## src/rtl/rv_div_pkg.sv

```systemverilog
// Shared types and constants for the RV32M iterative divider.
// Operation encodings match the low two funct3 bits of DIV/DIVU/REM/REMU.
package rv_div_pkg;

  typedef enum logic [1:0] {
    OpDiv  = 2'b00,
    OpDivu = 2'b01,
    OpRem  = 2'b10,
    OpRemu = 2'b11
  } div_op_e;

  typedef enum logic [1:0] {
    StIdle = 2'b00,
    StCalc = 2'b01,
    StFix  = 2'b10,
    StDone = 2'b11
  } div_state_e;

  localparam logic [31:0] INT_MIN = 32'h8000_0000;
  localparam logic [31:0] NEG_ONE = 32'hFFFF_FFFF;

  function automatic logic is_signed_op(div_op_e op);
    return (op == OpDiv) || (op == OpRem);
  endfunction

endpackage

```

## src/rtl/div_step.sv

```systemverilog
// One combinational restoring-division step: shift in a dividend bit,
// trial-subtract the divisor, keep the difference if it did not go negative.
module div_step #(
  parameter int unsigned XLEN = 32
) (
  input  logic [XLEN:0]   rem_in,
  input  logic [XLEN-1:0] divisor,
  input  logic            dividend_bit,
  output logic [XLEN:0]   rem_out,
  output logic            quo_bit
);

  logic [XLEN+1:0] shifted;
  logic [XLEN+1:0] diff;

  always_comb begin
    shifted = {rem_in, dividend_bit};
    diff    = shifted - {2'b00, divisor};
    quo_bit = ~diff[XLEN+1];
    rem_out = quo_bit ? diff[XLEN:0] : shifted[XLEN:0];
  end

endmodule

```

## src/rtl/div_unit.sv

```systemverilog
// Iterative radix-2 restoring divider for RV32M DIV/DIVU/REM/REMU.
// Divides magnitudes over XLEN cycles, then applies sign correction in FIX.
module div_unit
  import rv_div_pkg::*;
#(
  parameter int unsigned XLEN  = 32,
  parameter int unsigned CNT_W = 5
) (
  input  logic            clk,
  input  logic            reset,
  input  logic            start,
  input  logic            kill,
  input  logic [1:0]      op,
  input  logic [XLEN-1:0] rs1_val,
  input  logic [XLEN-1:0] rs2_val,
  input  logic [4:0]      rd_in,
  output logic            div_unit_busy,
  output logic            done,
  output logic [XLEN-1:0] result,
  output logic [4:0]      rd_out
);

  div_state_e      state_q;
  logic [CNT_W-1:0] cnt_q;
  logic [XLEN:0]   rem_q;
  logic [XLEN-1:0] quo_q;
  logic [XLEN-1:0] dvsr_q;
  logic            op_rem_q;
  logic            q_neg_q;
  logic            r_neg_q;
  logic [4:0]      rd_q;
  logic            busy_q;
  logic            done_q;
  logic [XLEN-1:0] result_q;
  logic [4:0]      rd_out_q;

  logic            op_signed;
  logic            sign1;
  logic            sign2;
  logic [XLEN-1:0] abs1;
  logic [XLEN-1:0] abs2;
  logic            div_zero;
  logic            overflow;
  logic            special;
  logic [XLEN-1:0] special_res;
  logic [XLEN-1:0] quo_fix;
  logic [XLEN-1:0] rem_fix;
  logic [XLEN:0]   step_rem;
  logic            step_quo;

  always_comb begin
    op_signed   = is_signed_op(div_op_e'(op));
    sign1       = op_signed & rs1_val[XLEN-1];
    sign2       = op_signed & rs2_val[XLEN-1];
    abs1        = sign1 ? ('0 - rs1_val) : rs1_val;
    abs2        = sign2 ? ('0 - rs2_val) : rs2_val;
    div_zero    = (rs2_val == '0);
    overflow    = op_signed & (rs1_val == INT_MIN) & (rs2_val == NEG_ONE);
    special     = div_zero | overflow;
    // Divide-by-zero and overflow results come straight from RV32M rules.
    if (div_zero) begin
      special_res = op[1] ? rs1_val : '1;
    end else begin
      special_res = op[1] ? '0 : INT_MIN;
    end
    quo_fix = q_neg_q ? ('0 - quo_q) : quo_q;
    rem_fix = r_neg_q ? ('0 - rem_q[XLEN-1:0]) : rem_q[XLEN-1:0];
  end

  div_step #(
    .XLEN(XLEN)
  ) u_div_step (
    .rem_in       (rem_q),
    .divisor      (dvsr_q),
    .dividend_bit (quo_q[XLEN-1]),
    .rem_out      (step_rem),
    .quo_bit      (step_quo)
  );

  always_ff @(posedge clk) begin
    if (reset) begin
      state_q  <= StIdle;
      cnt_q    <= '0;
      rem_q    <= '0;
      quo_q    <= '0;
      dvsr_q   <= '0;
      op_rem_q <= 1'b0;
      q_neg_q  <= 1'b0;
      r_neg_q  <= 1'b0;
      rd_q     <= '0;
      busy_q   <= 1'b0;
      done_q   <= 1'b0;
      result_q <= '0;
      rd_out_q <= '0;
    end else if (kill) begin
      state_q <= StIdle;
      busy_q  <= 1'b0;
      done_q  <= 1'b0;
    end else begin
      done_q <= 1'b0;
      unique case (state_q)
        StIdle, StDone: begin
          if (start) begin
            op_rem_q <= op[1];
            q_neg_q  <= sign1 ^ sign2;
            r_neg_q  <= sign1;
            rd_q     <= rd_in;
            if (special) begin
              state_q  <= StDone;
              busy_q   <= 1'b0;
              done_q   <= 1'b1;
              result_q <= special_res;
              rd_out_q <= rd_in;
            end else begin
              state_q <= StCalc;
              busy_q  <= 1'b1;
              cnt_q   <= CNT_W'(XLEN - 1);
              rem_q   <= '0;
              quo_q   <= abs1;
              dvsr_q  <= abs2;
            end
          end else begin
            state_q <= StIdle;
            busy_q  <= 1'b0;
          end
        end
        StCalc: begin
          // quo_q shifts the dividend out at the top and the quotient in at the bottom.
          rem_q <= step_rem;
          quo_q <= {quo_q[XLEN-2:0], step_quo};
          if (cnt_q == '0) begin
            state_q <= StFix;
          end else begin
            cnt_q <= cnt_q - 1'b1;
          end
        end
        StFix: begin
          state_q  <= StDone;
          busy_q   <= 1'b0;
          done_q   <= 1'b1;
          result_q <= op_rem_q ? rem_fix : quo_fix;
          rd_out_q <= rd_q;
        end
        default: begin
          state_q <= StIdle;
          busy_q  <= 1'b0;
        end
      endcase
    end
  end

  assign div_unit_busy = busy_q;
  assign done          = done_q;
  assign result        = result_q;
  assign rd_out        = rd_out_q;

endmodule
```

## config.mk

```make
export PLATFORM = sky130hd
export DESIGN_NAME = div_unit
export DESIGN_NICKNAME = d
export VERILOG_FILES = /design/src/rtl/rv_div_pkg.sv /design/src/rtl/div_step.sv /design/src/rtl/div_unit.sv
export SDC_FILE = /design/constraint.sdc
export NUM_CORES = 1
export LEC_CHECK = 0
export BUFFER_PORTS_ARGS = -buffer_cell sky130_fd_sc_hd__buf_2
export CORE_MARGIN = 5
export CORE_UTILIZATION = 24
export DETAILED_ROUTE_END_ITERATION = 12
export PLACE_DENSITY = 0.43
export SLEW_MARGIN = 10
export SYNTH_ARGS = -nofsm -noshare
export SYNTH_HDL_FRONTEND = slang
export SYNTH_SLANG_ARGS = --single-unit
export TNS_END_PERCENT = 20
```

## constraint.sdc

```tcl
create_clock -name clk -period 6.85 [get_ports clk]
set_input_delay 0.3425 -clock clk [delete_from_list [all_inputs] [get_ports clk]]
set_output_delay 0.3425 -clock clk [all_outputs]
set_load 0.01 [all_outputs]
```

==> key figures, run 1 <==
Timing
  – Fmax: 0.2679 GHz
  – Final hold viol count: 0
  – Tcrit/Tclk final: 0.5449
  – Fin Setup TNS: 0 ps
  – Actual slew at the worst max-slew pin: 1177 ps
  – Rel. slew slack: 0.2134
  – Final Max Slew Viols: 0
  – Fin crit period: 3732 ps
  – Setup violations, final: 0
  – RSZ-0062 raised after global routing: false
  – Clock Skew: 12.70 ps

Place
  – HPWL after DPL: 28,990 um
  – Port bufs: 113
  – Dpl cell area: 12,260 um2
  – Routability cong.: 0.8712
  – Cells after DPL: 2,149

Power and ir drop
  – P per Cell Area: 197.7 nW/um2
  – Total power: 2555 uW
  – Leak: 0.004607 uW
  – VDD IR max: 150.9 uV

Global routing
  – Initial antenna violation count: 1
  – Total congestion overflow: 0
  – Pin count of the biggest net entering global routing: 80
  – Vias in the first global route: 10,460
  – First-pass GRT wire length: 61,100 um
  – GRT Util Overall: 0.1508

Min path
  – Hold crit path type: input pin to flip-flop
  – Startpoint of the worst hold path: rd_in[1]
  – Worst Hold Path Cells: 3
  – Hold EP: rd_q[1]$_SDFFE_PP0P_

Die
  – Rows: 79
  – Die Wd: 225.7 um
  – Core area: 46,260 um2
  – Initial Util: 0.2413
  – Die Span Y: 225.7 um
  – Top-level port count: 114
  – Die area: 50,930 um2

Drt
  – Via density: 4.958
  – Routed wire length: 38,500 um
  – Vias: 10,820
  – ANT nets after route: 0
  – Drt pass-1 iters: 5
  – DRC violations left: 0
  – Iter 0 DRT Violations: 641
  – Routed WL per cell: 17.65 um

Logic synthesis
  – Ys Warns: 0
  – Top-area cell type share of the netlist area: 0.2708
  – Most frequent cell after synthesis: nand2_1
  – Synth top area cells: dfxtp_1, xnor2_1, nand2_1
  – Syn avg cell area: 7.408 um2
  – Post-synthesis cell area: 11,160 um2
  – Ys flop type: dfxtp_1
  – Area leader, netlist: dfxtp_1
  – #FFs+latches synth: 151
  – EDFF count, synth: 0
  – Seq/Total Area, Yosys: 0.2708
  – Cells after synthesis: 1,507
  – Post-synth top cells: nand2_1, nor2_1, dfxtp_1, o21ai_0, a21oi_1
  – Async SR Flop Fraction: 0
  – Count of cell types in the netlist: 72
  – Syn nets: 1,626

Critical path
  – Worst setup SP type: input pin
  – CP arrival: 4060 ps
  – Setup CP Type: input pin to flip-flop
  – R2r endpoint: rem_q[22]$_SDFFE_PP0P_
  – FF-to-FF setup slack: 3450 ps
  – FF-to-FF Start: rem_q[3]$_SDFFE_PP0P_
  – Crit-path max FO: 46
  – Setup crit end kind: flip-flop
  – Worst reg-to-reg path cell count: 10
  – CP required: 7170 ps

Job
  – Max-cap check violation count: 0

Clocking
  – Number of buffers inserted by hold repair at cts: 0
  – Clk Latency, worst-skew pair: 460 ps
  – Clock buffer depth: 2
  – Clock buffer count from CTS: 17
  – Post-CTS resize count: 0
  – CTS tree: yes
  – Clock root cell: clkbuf_16
  – Clk slew on worst S/H paths: 70 ps
  – H-Tree Level Count: 4
  – TritonCTS Sinks: 151
  – Post-CTS setup buffer count: 0

Layout
  – Register area: 3023 um2
  – Final nets: 1,680
  – Final instance area: 12,920 um2
  – Multi-input logic area: 7591 um2
  – Finished Layout Cells: 2,182
  – Area grow syn2layout: 15.78%
  – Share of post-route cells with drive strength above 1: 0.1201
  – Fill cells: 5,118

Outcome
  – Status: complete, no violations
==> worst max-delay path, cell delays in order <==
cell       delay [ps]
buf_2             130
or4_1             620
nor4_2            390
nand3_2           510
o21ai_2           310
nand3_1           190
a21oi_4           600
buf_4             560
o2111ai_1         200
nor3b_1           180
==> cells in the final DEF, fill, tap and decap left out, types with 5 or more instances in the layout <==
cell and n:
a311oi_1 10, mux2i_1 34, o2111ai_1 5, nor2b_1 7, nor4_1 17, xor2_1 63
a32oi_1 10, nand4_1 17, a21o_1 11, a21oi_1 115, or4_1 11, a211oi_1 69
nor2_1 155, and2_1 7, dfxtp_1 151, or3_1 11, buf_2 112, ha_1 42
o31ai_1 15, xnor2_1 82, a31oi_1 17, clkbuf_16 17, nor3_1 31, or2_2 6
and3_1 11, o41ai_1 19, bufinv_16 5, o21ai_0 136, buf_4 15, inv_1 57
o211ai_1 16, nand2b_1 17, nand2_1 191, nand3_1 13
==> power by group <==
group	switching [uW]	internal, uW	total [uW]
Sequential	38.7	915	954
Combinational	319	192	511
Clock	430	660	1090
Total	788	1770	2560
==> registers in the layout, summed over array words and instances (netlist names) <==
signal	flops
dvsr_q	32
quo_q	32
result	32
rem_q	33
done	1
state_q	2
q_neg_q	1
r_neg_q	1
rd_q	5
cnt_q	5
op_rem_q	1
div_unit_busy	1
rd_out	5
==> layout make-up <==
class                      count  share of cell area
inverter                      57             0.01655
timing repair buffer         127             0.05208
clock inverter                14             0.01723
clock buffer                  18             0.03398
tap                          607             0.05876
sequential                   151              0.2339
antenna                        1           0.0001936
multi-input combinational   1207              0.5873
==> per-stage QoR <==
step	utilization	setup WS (ps)	hold WS, ps
after global placement	0.2650	2789	441.2
after CTS	0.2793	3163	103.6
after detailed placement	0.2650	2683	446.1
after floorplan	-	4059	436.0
after global routing	0.2793	2836	124.4
final	0.2794	3118	129.0
==> worst max path at each step <==
| stage | cells after the start | slack (ps) | end | start |
|---|---|---|---|---|
| after floorplan | 12 | 4060 | rem_q[32]$_SDFFE_PP0P_ | quo_q[31]$_SDFFE_PP0P_ |
| after global placement | 10 | 2790 | result[20]$_SDFFE_PP0P_ | rs2_val[14] |
| after detailed placement | 12 | 2680 | result[20]$_SDFFE_PP0P_ | rs1_val[0] |
| after CTS | 12 | 3160 | result[20]$_SDFFE_PP0P_ | rs1_val[0] |
| after global routing | 10 | 2840 | result[20]$_SDFFE_PP0P_ | rs2_val[3] |
| final | 10 | 3120 | result[20]$_SDFFE_PP0P_ | rs2_val[19] |
==> kinds of logic after synthesis <==
| group | share of synthesized area |
|---|---|
| simple gates | 0.2162 |
| mux | 0.03150 |
| xor+xnor | 0.1138 |
| fa+ha+maj | 0.04999 |
| compound gates | 0.2647 |
| buf+inv | 0.05302 |
| flops | 0.2708 |
==> per-layer routing <==
metal,track usage,wire [um],vias to the layer above
li1,-,-,5531
met1,0.2185,19440,4995
met2,0.2308,16560,262
met3,0.02795,1921,30
met4,0.03846,582,0
met5,0,0,-
No activity file was read; power rests on OpenSTA's default activity.
==> inputs of run 2 (changes only) <==
- ABC_AREA: unset -> 1
- clock period: 6.85 -> 3.7 ns (I/O delays scaled with it)
==> run 2 against run 1 <==
  * Clock skew increased by 11 ps
  * First-iteration DRC count is 120% higher
  * Flip-flop and latch count is the same
  * Wire length up 45%
  * Power increased by 99%
  * Cell count is 46% higher
  * Sequential power grew 87%
  * Setup slack got worse by 2300 ps
  * Highest routed layer unchanged
==> key figures, run 2 <==
Outcome
  – Status: complete, no violations

Layout
  – Area grow syn2layout: 14.39%
  – Final nets: 2,546
  – Finished Layout Cells: 3,188
  – Fill cells: 6,475
  – Ant diodes: 0
  – Share of post-route cells with drive strength above 1: 0.08811
  – Max FFs per register: 33
  – Multi-input logic area: 8750 um2
  – Commonest non-fill, non-tap cell in the layout: nand2_1
  – Register area: 3023 um2
  – Most frequent cells in the layout: nand2_1, inv_1, nand3_1, nor2_1, a21oi_1
  – Biggest register: rem_q

Die
  – Die area: 60,800 um2
  – Initial Util: 0.2429
  – Top-level port count: 114
  – Rows: 86
  – Die Wd: 246.6 um
  – Core area: 55,310 um2
  – Die Span Y: 246.6 um

Logic synthesis
  – Syn nets: 2,474
  – Top-area cell type share of the netlist area: 0.2251
  – Area leader, netlist: dfxtp_1
  – Count of cell types in the netlist: 44
  – #FFs+latches synth: 151
  – Ys Warns: 0
  – Ys flop type: dfxtp_1
  – Async SR Flop Fraction: 0
  – Post-synth top cells: nand2_1, inv_1, nand3_1, nor2_1, a21oi_1
  – Most frequent cell after synthesis: nand2_1
  – Cells after synthesis: 2,355
  – Syn avg cell area: 5.703 um2
  – Post-synthesis cell area: 13,430 um2
  – EDFF count, synth: 0
  – Seq/Total Area, Yosys: 0.2251
  – Synth top area cells: dfxtp_1, nand2_1, nand3_1

Critical path
  – Setup crit end kind: flip-flop
  – Worst reg-to-reg path cell count: 14
  – Worst setup SP type: flip-flop
  – CP arrival: 3320 ps
  – Setup CP Type: flip-flop to flip-flop
  – Crit-path max FO: 34
  – CP required: 4100 ps

Place
  – DP Worst Slack: 713.2 ps
  – Cells after DPL: 3,151
  – Routability cong.: 0.9282
  – Port bufs: 113
  – HPWL after DPL: 44,890 um

Power and ir drop
  – P per Cell Area: 330.9 nW/um2
  – Leak: 0.007354 uW
  – VDD IR max: 328.6 uV

Timing
  – Rel. slew slack: 0.3780
  – Fin Setup TNS: 0 ps
  – Tcrit/Tclk final: 0.7902
  – Worst Setup Slack, final: 776.3 ps
  – RSZ-0062 raised after global routing: false
  – Clock Skew: 23.26 ps
  – Final hold viol count: 0
  – Actual slew at the worst max-slew pin: 933.0 ps
  – Fin crit period: 2924 ps
  – Fmax: 0.3420 GHz
  – Setup violations, final: 0
  – Final Max Slew Viols: 0

Clocking
  – Clock buffer depth: 2
  – TritonCTS Sinks: 151
  – H-Tree Level Count: 4
  – Clk slew on worst S/H paths: 70 ps
  – Clock root cell: clkbuf_16
  – Clk Latency, worst-skew pair: 470 ps
  – Clock buffer count from CTS: 17
  – CTS tree: yes

Min path
  – Worst Hold Path Cells: 3
  – Hold crit path type: input pin to flip-flop

Global routing
  – Vias in the first global route: 14,420
  – Total congestion overflow: 0
  – GRT Util Overall: 0.1807
  – Pin count of the biggest net entering global routing: 72
  – First-pass GRT wire length: 85,540 um
  – Initial antenna violation count: 1

Drt
  – Routed WL per cell: 17.56 um
  – Metal3 WL: 2777 um
  – WL met2: 24,730 um
  – Via density: 4.805
  – DRC violations left: 0
  – Iter 0 DRT Violations: 1,418
  – Vias: 15,320
  – Uppermost layer routed: met4
  – M1 WL: 27,080 um
  – Routed wire length: 55,990 um
  – ANT nets after route: 0
  – Drt pass-1 iters: 6

Job
  – Max-cap check violation count: 0
[run 2: final timing paths]
path                          start                      to  slack [ps]
max          rem_q[18]$_SDFFE_PP0P_   quo_q[0]$_SDFFE_PP0P_         780
min                      rs2_val[0]  dvsr_q[0]$_SDFFE_PP0P_          20
max reg2reg  rem_q[18]$_SDFFE_PP0P_   quo_q[0]$_SDFFE_PP0P_         780
min reg2reg  rd_out[1]$_SDFFE_PP0P_  rd_out[1]$_SDFFE_PP0P_         470
[run 2: repair_timing]
item / 4_1_cts / 5_1_grt
setup buffers: 0 / 0
hold buffers: 5 / 0
hold endpoints to repair: 5 / 0
gates resized for setup: 0 / 0
[run 2: metal layers]
layer,vias to the layer above,track usage
li1,7743,-
met1,7117,0.2589
met2,403,0.2815
met3,54,0.02441
met4,0,0.05514
met5,-,0
[run 2: worst max-delay path, cell delays in order, from the launching register on]
cell and delay, ps:
dfxtp_1 490, ha_1 360, nand2_1 160, inv_1 50
nand2_1 60, nand2_1 80, a21oi_2 200, nor2_1 70
nor2_1 250, nand2_2 120, nand2_2 460, nand2_1 250
nor2_1 190, nor2_1 50, nor2_1 70
[run 2: stage by stage]
stage | total power, uW | hold slack [ps] | utilization | cell area [um2]
finish | 5084 | 24.44 | 0.2778 | 15360
CTS | 5117 | 1.585 | 0.2778 | 15360
global placement | 3189 | 444.0 | 0.2657 | 14690
floorplan | 2702 | 319.9 | - | 13430
detailed placement | 3190 | 456.4 | 0.2657 | 14690
global route | 5361 | 52.02 | 0.2778 | 15360
[run 2: logic make-up after synthesis]
| logic type | after synthesis | synth area share |
|---|---|---|
| compound gates | 410 | 0.1625 |
| xor+xnor | 73 | 0.04760 |
| fa+ha+maj | 44 | 0.04155 |
| buf+inv | 417 | 0.1239 |
| flops | 151 | 0.2251 |
| simple gates | 1260 | 0.3994 |
[run 2: cell type report]
class / instances / area share
multi-input combinational: 1787 / 0.5695
inverter: 326 / 0.07964
sequential: 151 / 0.1967
clock inverter: 13 / 0.01099
timing repair buffer: 144 / 0.05277
tap: 748 / 0.06091
clock buffer: 19 / 0.02948
[run 2: power breakdown]
group | total, uW | switching [uW] | internal, uW
sequential | 1780 | 71.6 | 1710
combinational | 1390 | 968 | 420
clock | 1910 | 805 | 1110
total | 5080 | 1850 | 3240
